File: src/rtl/pe_pkg.sv
// Shared types and constants for the PE convolution sequencer and address generator.
// Build option PE_CONV_RELU_EN: clamp negative captured results to zero.
package pe_pkg;

    localparam int A_DIM       = 4;
    localparam int F_DIM       = 3;
    localparam int O_DIM       = 2;
    localparam int MAC_PER_WIN = 9;

    localparam int S0_W = 4;
    localparam int S1_W = 4;

    typedef enum logic [2:0] {
        ST_IDLE = 3'd0,
        ST_PRE  = 3'd1,
        ST_MAC  = 3'd2,
        ST_WAIT = 3'd3,
        ST_CAP  = 3'd4,
        ST_DONE = 3'd5
    } state_t;

    // Value written into the result matrix at CAP.
    function automatic logic [7:0] cap_value(input logic [7:0] v);
`ifdef PE_CONV_RELU_EN
        return v[7] ? 8'h00 : v;
`else
        return v;
`endif
    endfunction

endpackage

File: src/rtl/pe_addr_gen.sv
// Combinational (window, k) -> (input index, filter index) mapping for a 2x2 valid 3x3 convolution.
module pe_addr_gen
    import pe_pkg::*;
(
    input  logic [1:0]      w,
    input  logic [S1_W-1:0] k,
    output logic [S0_W-1:0] s0,
    output logic [S1_W-1:0] s1
);

    logic [1:0] r;
    logic [1:0] c;
    logic [1:0] row;
    logic [1:0] col;

    always_comb begin
        r = 2'd0;
        c = 2'd0;
        case (k)
            4'd0, 4'd1, 4'd2: r = 2'd0;
            4'd3, 4'd4, 4'd5: r = 2'd1;
            4'd6, 4'd7, 4'd8: r = 2'd2;
            default:          r = 2'd0;
        endcase
        case (k)
            4'd0, 4'd3, 4'd6: c = 2'd0;
            4'd1, 4'd4, 4'd7: c = 2'd1;
            4'd2, 4'd5, 4'd8: c = 2'd2;
            default:          c = 2'd0;
        endcase
    end

    // Window (i,j) is w = {i,j}; row*4+col is just the concatenation.
    assign row = {1'b0, w[1]} + r;
    assign col = {1'b0, w[0]} + c;
    assign s0  = {row, col};
    assign s1  = (k <= 4'd8) ? k : '0;

endmodule

File: src/rtl/pe_conv_sequencer.sv
// Sequences one PE through a 2x2 valid convolution (4x4 input, 3x3 filter) and captures results.
// Build option PE_CONV_RELU_EN: negative results are stored as zero.
module pe_conv_sequencer
    import pe_pkg::*;
#(
    parameter int PE_LAT = 1
) (
    input  logic            clk,
    input  logic            rst,
    input  logic            start,
    input  logic [7:0]      out,
    output logic [S0_W-1:0] s0,
    output logic [S1_W-1:0] s1,
    output logic            init,
    output logic            preset,
    output logic            busy,
    output logic            done,
    output logic [7:0]      c11,
    output logic [7:0]      c12,
    output logic [7:0]      c21,
    output logic [7:0]      c22,
    output logic [2:0]      dbg_state
);

    localparam logic [3:0] K_LAST    = 4'(MAC_PER_WIN - 1);
    localparam logic [2:0] WAIT_LAST = 3'(PE_LAT - 1);

    state_t           state_q, state_d;
    logic [1:0]       w_q, w_d;
    logic [3:0]       k_q, k_d;
    logic [2:0]       wait_q, wait_d;

    logic [S0_W-1:0]  s0_q, s0_nxt;
    logic [S1_W-1:0]  s1_q, s1_nxt;
    logic             init_q, preset_q, busy_q, done_q;
    logic [3:0][7:0]  c_q;

    always_comb begin
        state_d = state_q;
        w_d     = w_q;
        k_d     = k_q;
        wait_d  = wait_q;
        case (state_q)
            ST_IDLE: begin
                if (start) begin
                    state_d = ST_PRE;
                    w_d     = 2'd0;
                    k_d     = 4'd0;
                    wait_d  = 3'd0;
                end
            end
            ST_PRE:  state_d = ST_MAC;
            ST_MAC: begin
                if (k_q == K_LAST) begin
                    state_d = ST_WAIT;
                    wait_d  = 3'd0;
                end else begin
                    k_d = k_q + 4'd1;
                end
            end
            ST_WAIT: begin
                if (wait_q == WAIT_LAST) state_d = ST_CAP;
                else                     wait_d  = wait_q + 3'd1;
            end
            ST_CAP: begin
                if (w_q == 2'd3) begin
                    state_d = ST_DONE;
                end else begin
                    state_d = ST_MAC;
                    w_d     = w_q + 2'd1;
                    k_d     = 4'd0;
                end
            end
            ST_DONE: state_d = ST_IDLE;
            default: state_d = ST_IDLE;
        endcase
    end

    // Addresses are generated from next-state counters so the outputs can be registered
    // and still line up with the MAC cycle they belong to.
    pe_addr_gen u_addr_gen (
        .w  (w_d),
        .k  (k_d),
        .s0 (s0_nxt),
        .s1 (s1_nxt)
    );

    always_ff @(posedge clk) begin
        if (rst) begin
            state_q  <= ST_IDLE;
            w_q      <= '0;
            k_q      <= '0;
            wait_q   <= '0;
            s0_q     <= '0;
            s1_q     <= '0;
            init_q   <= 1'b0;
            preset_q <= 1'b0;
            busy_q   <= 1'b0;
            done_q   <= 1'b0;
            c_q      <= '0;
        end else begin
            state_q  <= state_d;
            w_q      <= w_d;
            k_q      <= k_d;
            wait_q   <= wait_d;
            s0_q     <= (state_d == ST_MAC) ? s0_nxt : '0;
            s1_q     <= (state_d == ST_MAC) ? s1_nxt : '0;
            init_q   <= (state_d == ST_MAC) && (k_d == 4'd0);
            preset_q <= (state_d == ST_PRE);
            busy_q   <= (state_d != ST_IDLE);
            done_q   <= (state_d == ST_DONE);
            if (state_q == ST_CAP) c_q[w_q] <= cap_value(out);
        end
    end

    assign s0        = s0_q;
    assign s1        = s1_q;
    assign init      = init_q;
    assign preset    = preset_q;
    assign busy      = busy_q;
    assign done      = done_q;
    assign c11       = c_q[0];
    assign c12       = c_q[1];
    assign c21       = c_q[2];
    assign c22       = c_q[3];
    assign dbg_state = state_q;

endmodule

File: config.mk
export PLATFORM = sky130hd
export DESIGN_NAME = pe_conv_sequencer
export DESIGN_NICKNAME = d
export VERILOG_FILES = /design/src/rtl/pe_pkg.sv /design/src/rtl/pe_addr_gen.sv /design/src/rtl/pe_conv_sequencer.sv
export SDC_FILE = /design/constraint.sdc
export NUM_CORES = 1
export LEC_CHECK = 0
export CORE_ASPECT_RATIO = 2
export CORE_MARGIN = 2
export CORE_UTILIZATION = 50
export DETAILED_ROUTE_END_ITERATION = 8
export PLACE_DENSITY = 0.88
export SLEW_MARGIN = 40
export SYNTH_ARGS = -nofsm -noshare
export SYNTH_HDL_FRONTEND = slang
export SYNTH_SLANG_ARGS = --single-unit
File: constraint.sdc
create_clock -name clk -period 3.8 [get_ports clk]
set_input_delay 0.95 -clock clk [delete_from_list [all_inputs] [get_ports clk]]
set_output_delay 0.95 -clock clk [all_outputs]
set_load 0.005 [all_outputs]
* Yosys cells after proc, flatten, opt, wreduce, memory -nomap -nowiden
Memories as Yosys holds them, arrays and structs flattened. Index checks and enable logic that the tools add are counted.
Cells by class: $lt $le $gt $ge 3, add/subtract/negate cells 5, multiplexer cells 19, bitwise logic cells 2, reductions and logical operators 10, equal/unequal tests 12
Operators with widths (number):
- bitwise mux 32 bit | 1
- two-way mux 3 bit | 7
- demux 8 bit (select 2 bit) | 1
- one-hot mux 3 bit (5 select lines) | 1
- two-way mux 4 bit | 3
- one-hot mux 4 bit (3 select lines) | 1
- equality test 3 x 2 -> 1 bit (second input constant) | 3
- one-hot mux 3 bit (3 select lines) | 1
- two-way mux 8 bit | 1
- equality test 3 x 1 -> 1 bit (second input constant) | 2
- equality test 3 bit (second input constant) | 2
- logical NOT 3 bit | 2
- inequality test 2 bit (second input constant) | 3
- nonzero test 3 bit | 2
- adder 1 x 2 -> 2 bit | 2
- adder 4 x 1 -> 4 bit (second input constant) | 1
- equality test 4 bit (second input constant) | 1
- less-or-equal comparator 4 bit (second input constant) | 1
- logical NOT 4 bit | 1
- two-way mux 2 bit | 2
- one-hot mux 2 bit (2 select lines) | 1
- AND reduction 4 bit | 1
- adder 3 x 1 -> 3 bit (second input constant) | 1
- < comparator 2 x 3 -> 1 bit (second input constant) | 1
- other kinds (7) | 9
Word-level totals: register bits 56, input port bits 11, bits in read-only memories 64, logic and storage cells 67, memories 2
Memory list:
- (no name shown) | words 16, width 2, rd ports 1, clocked after memory_dff 0, write ports 0, RTL line pe_addr_gen.sv:19 | case (k)
- (no name shown) | words 16, width 2, rd ports 1, clocked after memory_dff 0, write ports 0, RTL line pe_addr_gen.sv:25 | case (k)

* Depth between registers and ports, before layout
Gate-level depths: netlist of the first run.
depth after elaboration 6, mapped depth 13, gate-level depth less buffers 12

* Hierarchy
Synthesis of the first run repeated with hierarchy kept, for this count alone.
Unflattened totals: cell total of the unflattened synthesis 284, area, all modules 2473.6 um^2
Modules (own cells, without submodules):
- pe_conv_sequencer | seq. area each 1121.1 um^2, cells an instance 260, area an instance 2267.2 um^2, times used 1
- pe_addr_gen | seq. area each 0.0 um^2, cells an instance 24, area an instance 206.4 um^2, times used 1

* Worst setup path before layout of the first run
OpenSTA, ideal clock, no wires.
path type input to register, start point input start, end point register s0_q[3] (netlist: s0[3]), arrival time 2444 ps, stages 11, required time 3728 ps, setup time 72 ps, setup slack 1284 ps, path through o21bai_2 > nor2_1 > nor3_1 > a21oi_1 > inv_1 > ha_1 > mux2i_1 > nor2_1 > ha_1 > or2_1 > mux2i_1
On the way: elaborated cells between the ends (all ways) 11, classes of those cells 1 x add/sub; 1 x eq/ne; 6 x mux; 1 x bitwise; 1 x reduce/logical; 1 x memory
RTL lines:
- from (decl) | RTL line pe_conv_sequencer.sv:10 | input logic start,
- two-way mux 4 bit | RTL line pe_conv_sequencer.sv:45 | if (start) begin
- one-hot mux 4 bit (3 select lines) | RTL line pe_conv_sequencer.sv:43 | case (state_q)
- via k_d[1] | RTL line pe_conv_sequencer.sv:30 | logic [3:0] k_q, k_d;
- memory read (16 x 2 bit)
- adder 1 x 2 -> 2 bit | RTL line pe_addr_gen.sv:34 | assign row = {1'b0, w[1]} + r;
- to (signal assigned) | RTL line pe_conv_sequencer.sv:106 | s0_q <= (state_d == ST_MAC) ? s0_nxt : '0;
- to (decl) | RTL line pe_conv_sequencer.sv:33 | logic [S0_W-1:0] s0_q, s0_nxt;
The timed path passes the listed nets, and every way through them passes these cells. A chain may end at the register's enable or synchronous reset.

* Final worst setup path of the first run
Same ends and word-level chain as after synthesis.

==> flow_summary.yaml, run 1 <==
status:
  status: "finished, final reports clean"
drt:
  drt_wl_total_mm: 5.90
  ant_nets: 0
  dr.first_iter.drc_count: 29
  drt-vias-per-instance: 5.50
  dr.pass1.iters: 5
  dr_total_vias: 2129
  wire_per_inst_um: 15.3
  drcViolationCount: 0
floorplanning:
  die_h_um: 103
  num_rows: 36
  die_width_um: 53.6
  initial_core_util_pct: 51.1
  coreArea_um2: 4820
  die_area_um2: 5540
  ios: 58
worst_setup_path:
  rr_worst_depth: 11
  cp-end-kind: "flip-flop"
  crit_buf_inv: 2
  crit_family: "buffers and inverters"
  crit_fanout: 6
  reg2reg_slack_ns: 0.90
  cp-start-kind: "input port"
  crit_slowest_cell: "clkdlybuf4s50_1"
  max_stage_delay_ns: 0.54
  r2r_start: "dbg_state[2]"
  path_class: "input port to flip-flop"
  rr_endpoint: "s0[3]"
  path_cells: "clkdlybuf4s50_1 > o21bai_2 > nor2_1 > nor3_1 > a21oi_1 > inv_1 > ha_1 > mux2i_1 > nor2_1 > ha_1 > or2_1 > mux2i_1"
  required_ns: 4.05
  worstPathArrival_ns: 3.29
cells_and_area:
  fin_nets: 350
  final_cells: 387
  area_growth_pct: 29.0
  insertedDiodeCount: 0
  nFillCells: 386
  drive_above_1_share_pct: 8.48
  stdcell_area_um2: 3180
  fin_util_pct: 65.9
synthesis:
  synthFlopType: "dfxtp_1"
  ys_types: 43
  synth_seq_cells: 56
  yosysWarnings: 0
  synth.area.top_cells: "dfxtp_1, mux2i_1, a21oi_1, nor2_1, ha_1"
  syn_nets: 298
  synth_area_um2: 2460
  avgSynthCellArea_um2: 8.89
  synthMostInstantiatedCell: "dfxtp_1"
  synth_edf_count: 0
  yosys.area.top_type_share_pct: 45.5
  synth_top_cell_by_area: "dfxtp_1"
  synth_common_cells: "dfxtp_1, nor2_1, nand2_1, a21oi_1, mux2i_1"
  async_flop_share_pct: 0
  postSynthCellCount: 277
  seq_area_frac_synth_pct: 45.5
hold_path:
  hp-class: "flip-flop to flip-flop"
  min_from: "c12[0]"
  hold-path-endpoint: "c12[0]"
  min_path_cells: 2
clock_network:
  htree_levels: 2
  postCtsSetupBuffers: 0
  ctsResizeCount: 0
  cts_buffer_depth: 2
  root_buffer: "clkbuf_8"
  holdBufCountCts: 0
  insertion_delay_ns: 0.32
  cts_sinks: 56
  clk_pin_slew_ns: 0.11
  cts_tree: "done"
  cts_buffers: 5
timing:
  fin_crit_ns: 3.03
  fmax_mhz: 330
  skew_ns: 0.00829
  maxSlewViolCount: 0
  rsz0062_at_grt: "no"
  hold_viol: 0
  min_period_over_period_pct: 79.8
  tightest_slew_ns: 0.653
  hold_ws_ns: 0.459
  fin_ws_ns: 0.766
  setup_viol: 0
  timing.setup.tns_ns: 0
  relSlewSlack_pct: 56.4
global_route:
  grt_overflow: 0
  grt_usage_pct: 23.8
  grt_pass1_vias: 2136
  grt_pass1_wl_mm: 9.57
  grt_max_degree: 25
  antenna_found_initial: 0
pwr:
  cellPowerDensity_nw_per_um2: 366
  report.power.total_mw: 1.16
  p_leak_nw: 1.14
  ir_drop_mv: 0.455
placed_design:
  portBuffers: 57
  dpl_cell_area_um2: 3040
  place_congestion: 0.925
  hpwl_mm: 4.38
  dp_cells: 379
  dp_slack_ns: 0.414
job:
  drv_cap: 0
[where the power goes]
part	internal (mW)	switching (mW)	total, mW
Combinational	0.0404	0.0500	0.0904
Clock	0.265	0.203	0.468
Sequential	0.594	0.0103	0.604
Total	0.899	0.263	1.16
[sequential cells by signal, indices dropped and copies added, names as in the netlist]
signal and count:
w_q 2, preset 1, c11 8, c22 8, init 1, done 1, busy 1, c12 8
dbg_state 3, wait_q 3, s1 4, s0 4, c21 8, k_q 4
[worst max path at each step]
stage,start,end,slack [ns],cells after the start
final,start,s0[3],0.77,12
after global routing,start,s0[3],0.51,12
after CTS,start,s0[3],0.75,12
after detailed placement,start,s0[3],0.41,12
after global placement,start,s0[3],0.52,12
after floorplan,start,s0[3],1.28,11
[logic make-up (layout without fill, tap and decap cells)]
group / count (synthesis) / in the layout / share of synthesized area (%)
compound gates: 48 / 48 / 12.2
fa+ha+maj: 10 / 10 / 5.08
buf+inv: 24 / 77 / 4.93
flops: 56 / 56 / 45.5
mux: 20 / 20 / 8.13
simple gates: 119 / 119 / 24.2
[cells in the final DEF, fill, tap and decap left out, drive strengths merged, types with 2 or more instances in the layout]
cell	n
a21oi	29
a31oi	2
and2	4
and3	4
buf	3
bufinv	2
clkbuf	5
clkdlybuf4s50	57
dfxtp	56
ha	10
inv	10
mux2i	20
nand2	35
nand3	12
nand3b	2
nand4b	2
nor2	37
nor2b	3
nor3	8
nor3b	3
o21ai	9
or2	2
or3	2
[worst register-to-register path: cells and delay by family, from the launching register on]
kind                       cells  cell delay, ns
buffers and inverters          1            0.16
DFF                            1            0.75
AOI/OAI and AO/OA              2            0.72
muxes                          2            0.23
and+or+nand+nor                4            0.55
adders and majority gates      2            0.43
[metal layers]
layer,part of all wire (%),track usage [%],vias to the layer above
li1,-,-,1047
met2,57,45.2,70
met3,4.6,5.03,18
met1,34,21.9,994
met4,4.5,13.6,0
met5,0,0,-
[layout make-up]
| type | count | area [um2] | area share [%] |
|---|---|---|---|
| multi-input cells | 197 | 1220 | 38.4 |
| flip-flops and latches | 56 | 1120 | 35.3 |
| repair buffers | 60 | 593 | 18.7 |
| well taps | 57 | 71.3 | 2.24 |
| clock buffers | 5 | 68.8 | 2.17 |
| clock inverters | 3 | 68.8 | 2.17 |
| inverters | 9 | 33.8 | 1.06 |
No activity file was read; power rests on OpenSTA's default activity.
==> inputs of run 2 (changes only) <==
Settings changed: CORE_UTILIZATION 50 to 44, PLACE_DENSITY 0.88 to 0.83.
Clock period 3.8 ns to 2.5 ns, I/O delays scaled along.
==> run 2 against run 1 <==
Effect of this change:
- wire length increased by 4.0%
- sequential power rose by 51%
- via count grew 5.3%
- design area rose by 5.0%
- clock power increased by 8.3%
- count of clock-buffer cells in the layout unchanged
- largest power group unchanged
- clock skew decreased by 0.0017 ns
- utilization fell by 4.4 points
==> flow_summary.yaml, run 2 (synthesized netlist as in run 1, its figures left out) <==
status:
  status: "finished, final reports clean"
cells_and_area:
  final_cells: 415
  final_cell_mix: "dfxtp_1, clkdlybuf4s50_1, nor2_1"
  fin_nets: 375
  insertedDiodeCount: 0
  area_growth_pct: 35.5
  fin_util_pct: 61.6
  drive_above_1_share_pct: 15.8
  nFillCells: 471
clock_network:
  insertion_delay_ns: 0.32
  cts_tree: "done"
  htree_levels: 2
  clk_pin_slew_ns: 0.10
  cts_sinks: 56
  root_buffer: "clkbuf_8"
  cts_buffer_depth: 2
  cts_buffers: 5
global_route:
  grt_max_degree: 30
  grt_overflow: 0
  grt_usage_pct: 20.4
  grt_pass1_vias: 2239
  antenna_found_initial: 0
  grt_pass1_wl_mm: 9.78
hold_path:
  hp-class: "flip-flop to flip-flop"
floorplanning:
  num_rows: 38
  ios: 58
  die_area_um2: 6250
  die_width_um: 56.9
  initial_core_util_pct: 45.5
  coreArea_um2: 5420
  die_h_um: 110
worst_setup_path:
  crit_fanout: 6
  worstPathArrival_ns: 2.56
  path_cells: "a21bo_4 > nor2_2 > nor3_1 > a21oi_2 > inv_1 > ha_1 > mux2i_1 > nor2_1 > ha_1 > or2_1 > mux2i_1"
  crit_family: "compound AO/OA/AOI/OAI gates"
  cp-start-kind: "flip-flop"
  cp-end-kind: "flip-flop"
  crit_slowest_cell: "dfxtp_1"
  required_ns: 2.76
  path_class: "flip-flop to flip-flop"
  crit_buf_inv: 1
  max_stage_delay_ns: 0.48
pwr:
  p_leak_nw: 1.26
  report.power.total_mw: 1.59
  ir_drop_mv: 0.700
  cellPowerDensity_nw_per_um2: 477
timing:
  tightest_slew_ns: 0.560
  maxSlewViolCount: 0
  skew_ns: 0.00661
  rsz0062_at_grt: "no"
  fin_crit_ns: 2.30
  fmax_mhz: 434
  hold_viol: 0
  timing.setup.tns_ns: 0
  relSlewSlack_pct: 62.5
  min_period_over_period_pct: 92.1
  setup_viol: 0
  fin_ws_ns: 0.197
placed_design:
  dp_slack_ns: -0.399
  place_congestion: 0.860
  dp_cells: 406
  hpwl_mm: 4.80
  portBuffers: 57
drt:
  drcViolationCount: 0
  ant_nets: 0
  dr.first_iter.drc_count: 47
  dr_total_vias: 2241
  wire_per_inst_um: 14.8
  drt_wl_total_mm: 6.14
  dr.pass1.iters: 4
  drt-vias-per-instance: 5.40
job:
  drv_cap: 0
==> run 2: cell count changes in the layout (fill, tap and decap cells not counted), sizes merged <==
cell	delta
buf	+25
clkinv	+2
clkdlybuf4s50	-1
bufinv	-2
dlymetal6s2s	+1
==> run 2: final cells by class <==
class	count	area [um2]	share of cell area [%]
inverter	9	33.8	1.01
tap	60	75.1	2.25
multi-input combinational	197	1230	37.0
sequential	56	1120	33.6
timing repair buffer	85	783	23.5
clock buffer	5	68.8	2.06
clock inverter	3	22.5	0.675
==> run 2: final timing paths <==
| check | start | endpoint | slack (ns) | cells after the start |
|---|---|---|---|---|
| setup / recovery | dbg_state[2] | s0[3] | 0.20 | 11 |
| setup reg to reg | dbg_state[2] | s0[3] | 0.20 | 11 |
| hold / removal | c12[3] | c12[3] | 0.46 | 2 |
| hold reg to reg | c12[3] | c12[3] | 0.46 | 2 |
==> run 2: power breakdown <==
part           internal, mW  switching, mW  total, mW  leakage (nW)
sequential            0.902        0.00805      0.910         0.452
combinational        0.0818         0.0931      0.175         0.757
clock                 0.201          0.306      0.507        0.0485
total                  1.19          0.407       1.59          1.26
==> run 2: timing repair <==
action,in CTS,in global routing
setup buffers,0,1
pin swaps,0,0
hold buffers,0,0
endpoints found under the setup margin,2,3
resized for setup,2,4
==> run 2: per-stage QoR <==
stage / instance area (um2) / hold WS, ns
after floorplan: 2460 / 0.449
after global placement: 3220 / 0.442
after detailed placement: 3220 / 0.450
after CTS: 3320 / 0.463
after global routing: 3340 / 0.486
final: 3340 / 0.460
==> run 2: per-layer routing <==
layer / GRT usage, % / vias up / wire length (um)
li1: - / 1093 / -
met2: 41.1 / 73 / 3540
met5: 0 / - / 0
met4: 9.97 / 0 / 196
met3: 4.82 / 18 / 276
met1: 17.9 / 1057 / 2130
==> run 2: worst reg2reg max path: stages, from the launching register on <==
cell and delay [ns]:
dfxtp_1 0.48, a21bo_4 0.28, nor2_2 0.13, nor3_1 0.07, a21oi_2 0.23, inv_1 0.11, ha_1 0.21, mux2i_1 0.13
nor2_1 0.06, ha_1 0.19, or2_1 0.22, mux2i_1 0.12
==> inputs of run 3 (changes only) <==
Settings changed: CELL_PAD_IN_SITES_DETAIL_PLACEMENT from default to 0, CELL_PAD_IN_SITES_GLOBAL_PLACEMENT from default to 2, CORE_UTILIZATION 44 to 26, MAX_ROUTING_LAYER from default to met4, PLACE_DENSITY 0.83 to 0.82.
==> run 3 against run 2 <==
Effect of this change:
- setup slack improved by 0.066 ns
- combinational power barely moved
- cell count rose by 9.6%
- critical path depth unchanged
- register-to-register slack better by 0.07 ns
- sequential share of layout area shrank 1.3 points
- critical path type unchanged
==> flow_summary.yaml, run 3 (synthesized netlist as in run 1, its figures left out) <==
clock_network:
  holdBufCountCts: 0
  clk_pin_slew_ns: 0.08
  cts_tree: "done"
  cts_sinks: 56
  htree_levels: 2
  cts_buffer_depth: 2
  insertion_delay_ns: 0.30
  root_buffer: "clkbuf_16"
  cts_buffers: 5
cells_and_area:
  final_cell_mix: "dfxtp_1, clkdlybuf4s50_1, nor2_1"
  fin_nets: 371
  final_cells: 455
  insertedDiodeCount: 0
  drive_above_1_share_pct: 15.4
  fin_util_pct: 37.5
  stdcell_area_um2: 3470
  area_growth_pct: 40.9
timing:
  fin_crit_ns: 2.24
  timing.setup.tns_ns: 0
  hold_viol: 0
  maxSlewViolCount: 0
  relSlewSlack_pct: 61.2
  fmax_mhz: 447
  tightest_slew_ns: 0.580
  fin_ws_ns: 0.263
  setup_viol: 0
  rsz0062_at_grt: "no"
  skew_ns: 0.0119
  min_period_over_period_pct: 89.5
drt:
  drt_wl_total_mm: 6.73
  dr_total_vias: 2127
  drt-vias-per-instance: 4.67
  dr.first_iter.drc_count: 57
  dr.pass1.iters: 4
  wire_per_inst_um: 14.8
  drcViolationCount: 0
  ant_nets: 0
placed_design:
  dp_slack_ns: -0.427
  dpl_cell_area_um2: 3260
  hpwl_mm: 5.22
  dp_cells: 447
  portBuffers: 57
  place_congestion: 0.780
floorplanning:
  ios: 58
  num_rows: 50
  coreArea_um2: 9260
  die_area_um2: 10300
  die_h_um: 142
  die_width_um: 72.8
  initial_core_util_pct: 26.6
pwr:
  cellPowerDensity_nw_per_um2: 574
  p_leak_nw: 1.28
  ir_drop_mv: 0.658
worst_setup_path:
  worstPathArrival_ns: 2.48
  path_class: "flip-flop to flip-flop"
  max_stage_delay_ns: 0.51
  path_cells: "a21bo_4 > nor2_2 > nor3_1 > a21oi_2 > inv_1 > ha_1 > mux2i_1 > nor2_1 > ha_1 > or2_1 > mux2i_1"
  crit_fanout: 7
  crit_slowest_cell: "dfxtp_1"
  required_ns: 2.74
  cp-end-kind: "flip-flop"
  cp-start-kind: "flip-flop"
  reg2reg_slack_ns: 0.26
global_route:
  grt_pass1_wl_mm: 10.7
  grt_overflow: 0
  grt_pass1_vias: 2067
  grt_max_degree: 38
  grt_usage_pct: 14.1
  antenna_found_initial: 0
hold_path:
  hp-class: "flip-flop to flip-flop"
status:
  status: "finished, final reports clean"
job:
  drv_cap: 0
## run 3: cell types whose count changed in the layout (fill, tap and decap cells not counted), moves of 2 or more
cell,change
clkbuf_8,-5
buf_4,-4
bufinv_16,+2
clkbuf_16,+5
## run 3: area by class of cell
type                    instances  area [um2]
multi-input cells             197        1240
well taps                     104         130
clock inverters                 3        68.8
fillers                       961        5790
clock buffers                   5         125
repair buffers                 81         753
flip-flops and latches         56        1120
inverters                       9        33.8
## run 3: worst paths after layout
path / start / to / cells past startpoint
setup / recovery: dbg_state[2] / s0[3] / 11
hold reg to reg: c12[3] / c12[3] / 2
hold / removal: c12[3] / c12[3] / 2
setup reg to reg: dbg_state[2] / s0[3] / 11
## run 3: per-stage QoR
stage                     hold WS [ns]  total power, mW
final                            0.454             1.99
after global routing             0.471             2.07
after CTS                        0.457             2.02
after detailed placement         0.448             1.10
after global placement           0.442             1.10
after floorplan                  0.449             1.01
## run 3: where the power goes
group | total (mW) | leakage (nW) | switching, mW | internal [mW]
Clock | 0.914 | 0.0944 | 0.336 | 0.578
Sequential | 0.907 | 0.452 | 0.00468 | 0.902
Combinational | 0.172 | 0.737 | 0.0955 | 0.0769
## run 3: worst max-delay path: cells and delay by family, from the launching register on
kind / cells / cell delay (ns)
AO/OA/AOI/OAI: 2 / 0.46
buffers and inverters: 1 / 0.08
adder cells (fa/ha/maj): 2 / 0.38
multiplexers: 2 / 0.24
AND/OR/NAND/NOR: 4 / 0.48
flip-flops: 1 / 0.51
## run 3: what timing repair did
item / in CTS / in global routing
cloned: 0 / 0
endpoints found under the setup margin: 3 / 4
pin swaps: 0 / 1
buffers inserted: 0 / 0
resized for setup: 3 / 5
## run 3: metal layers
metal / part of all wire, % / up-vias / GRT usage, %
met2: 58 / 45 / 26.1
met1: 36 / 984 / 13.8
met3: 3.2 / 10 / 2.56
li1: - / 1088 / -
met4: 2.5 / 0 / 6.04
met5: 0 / - / -
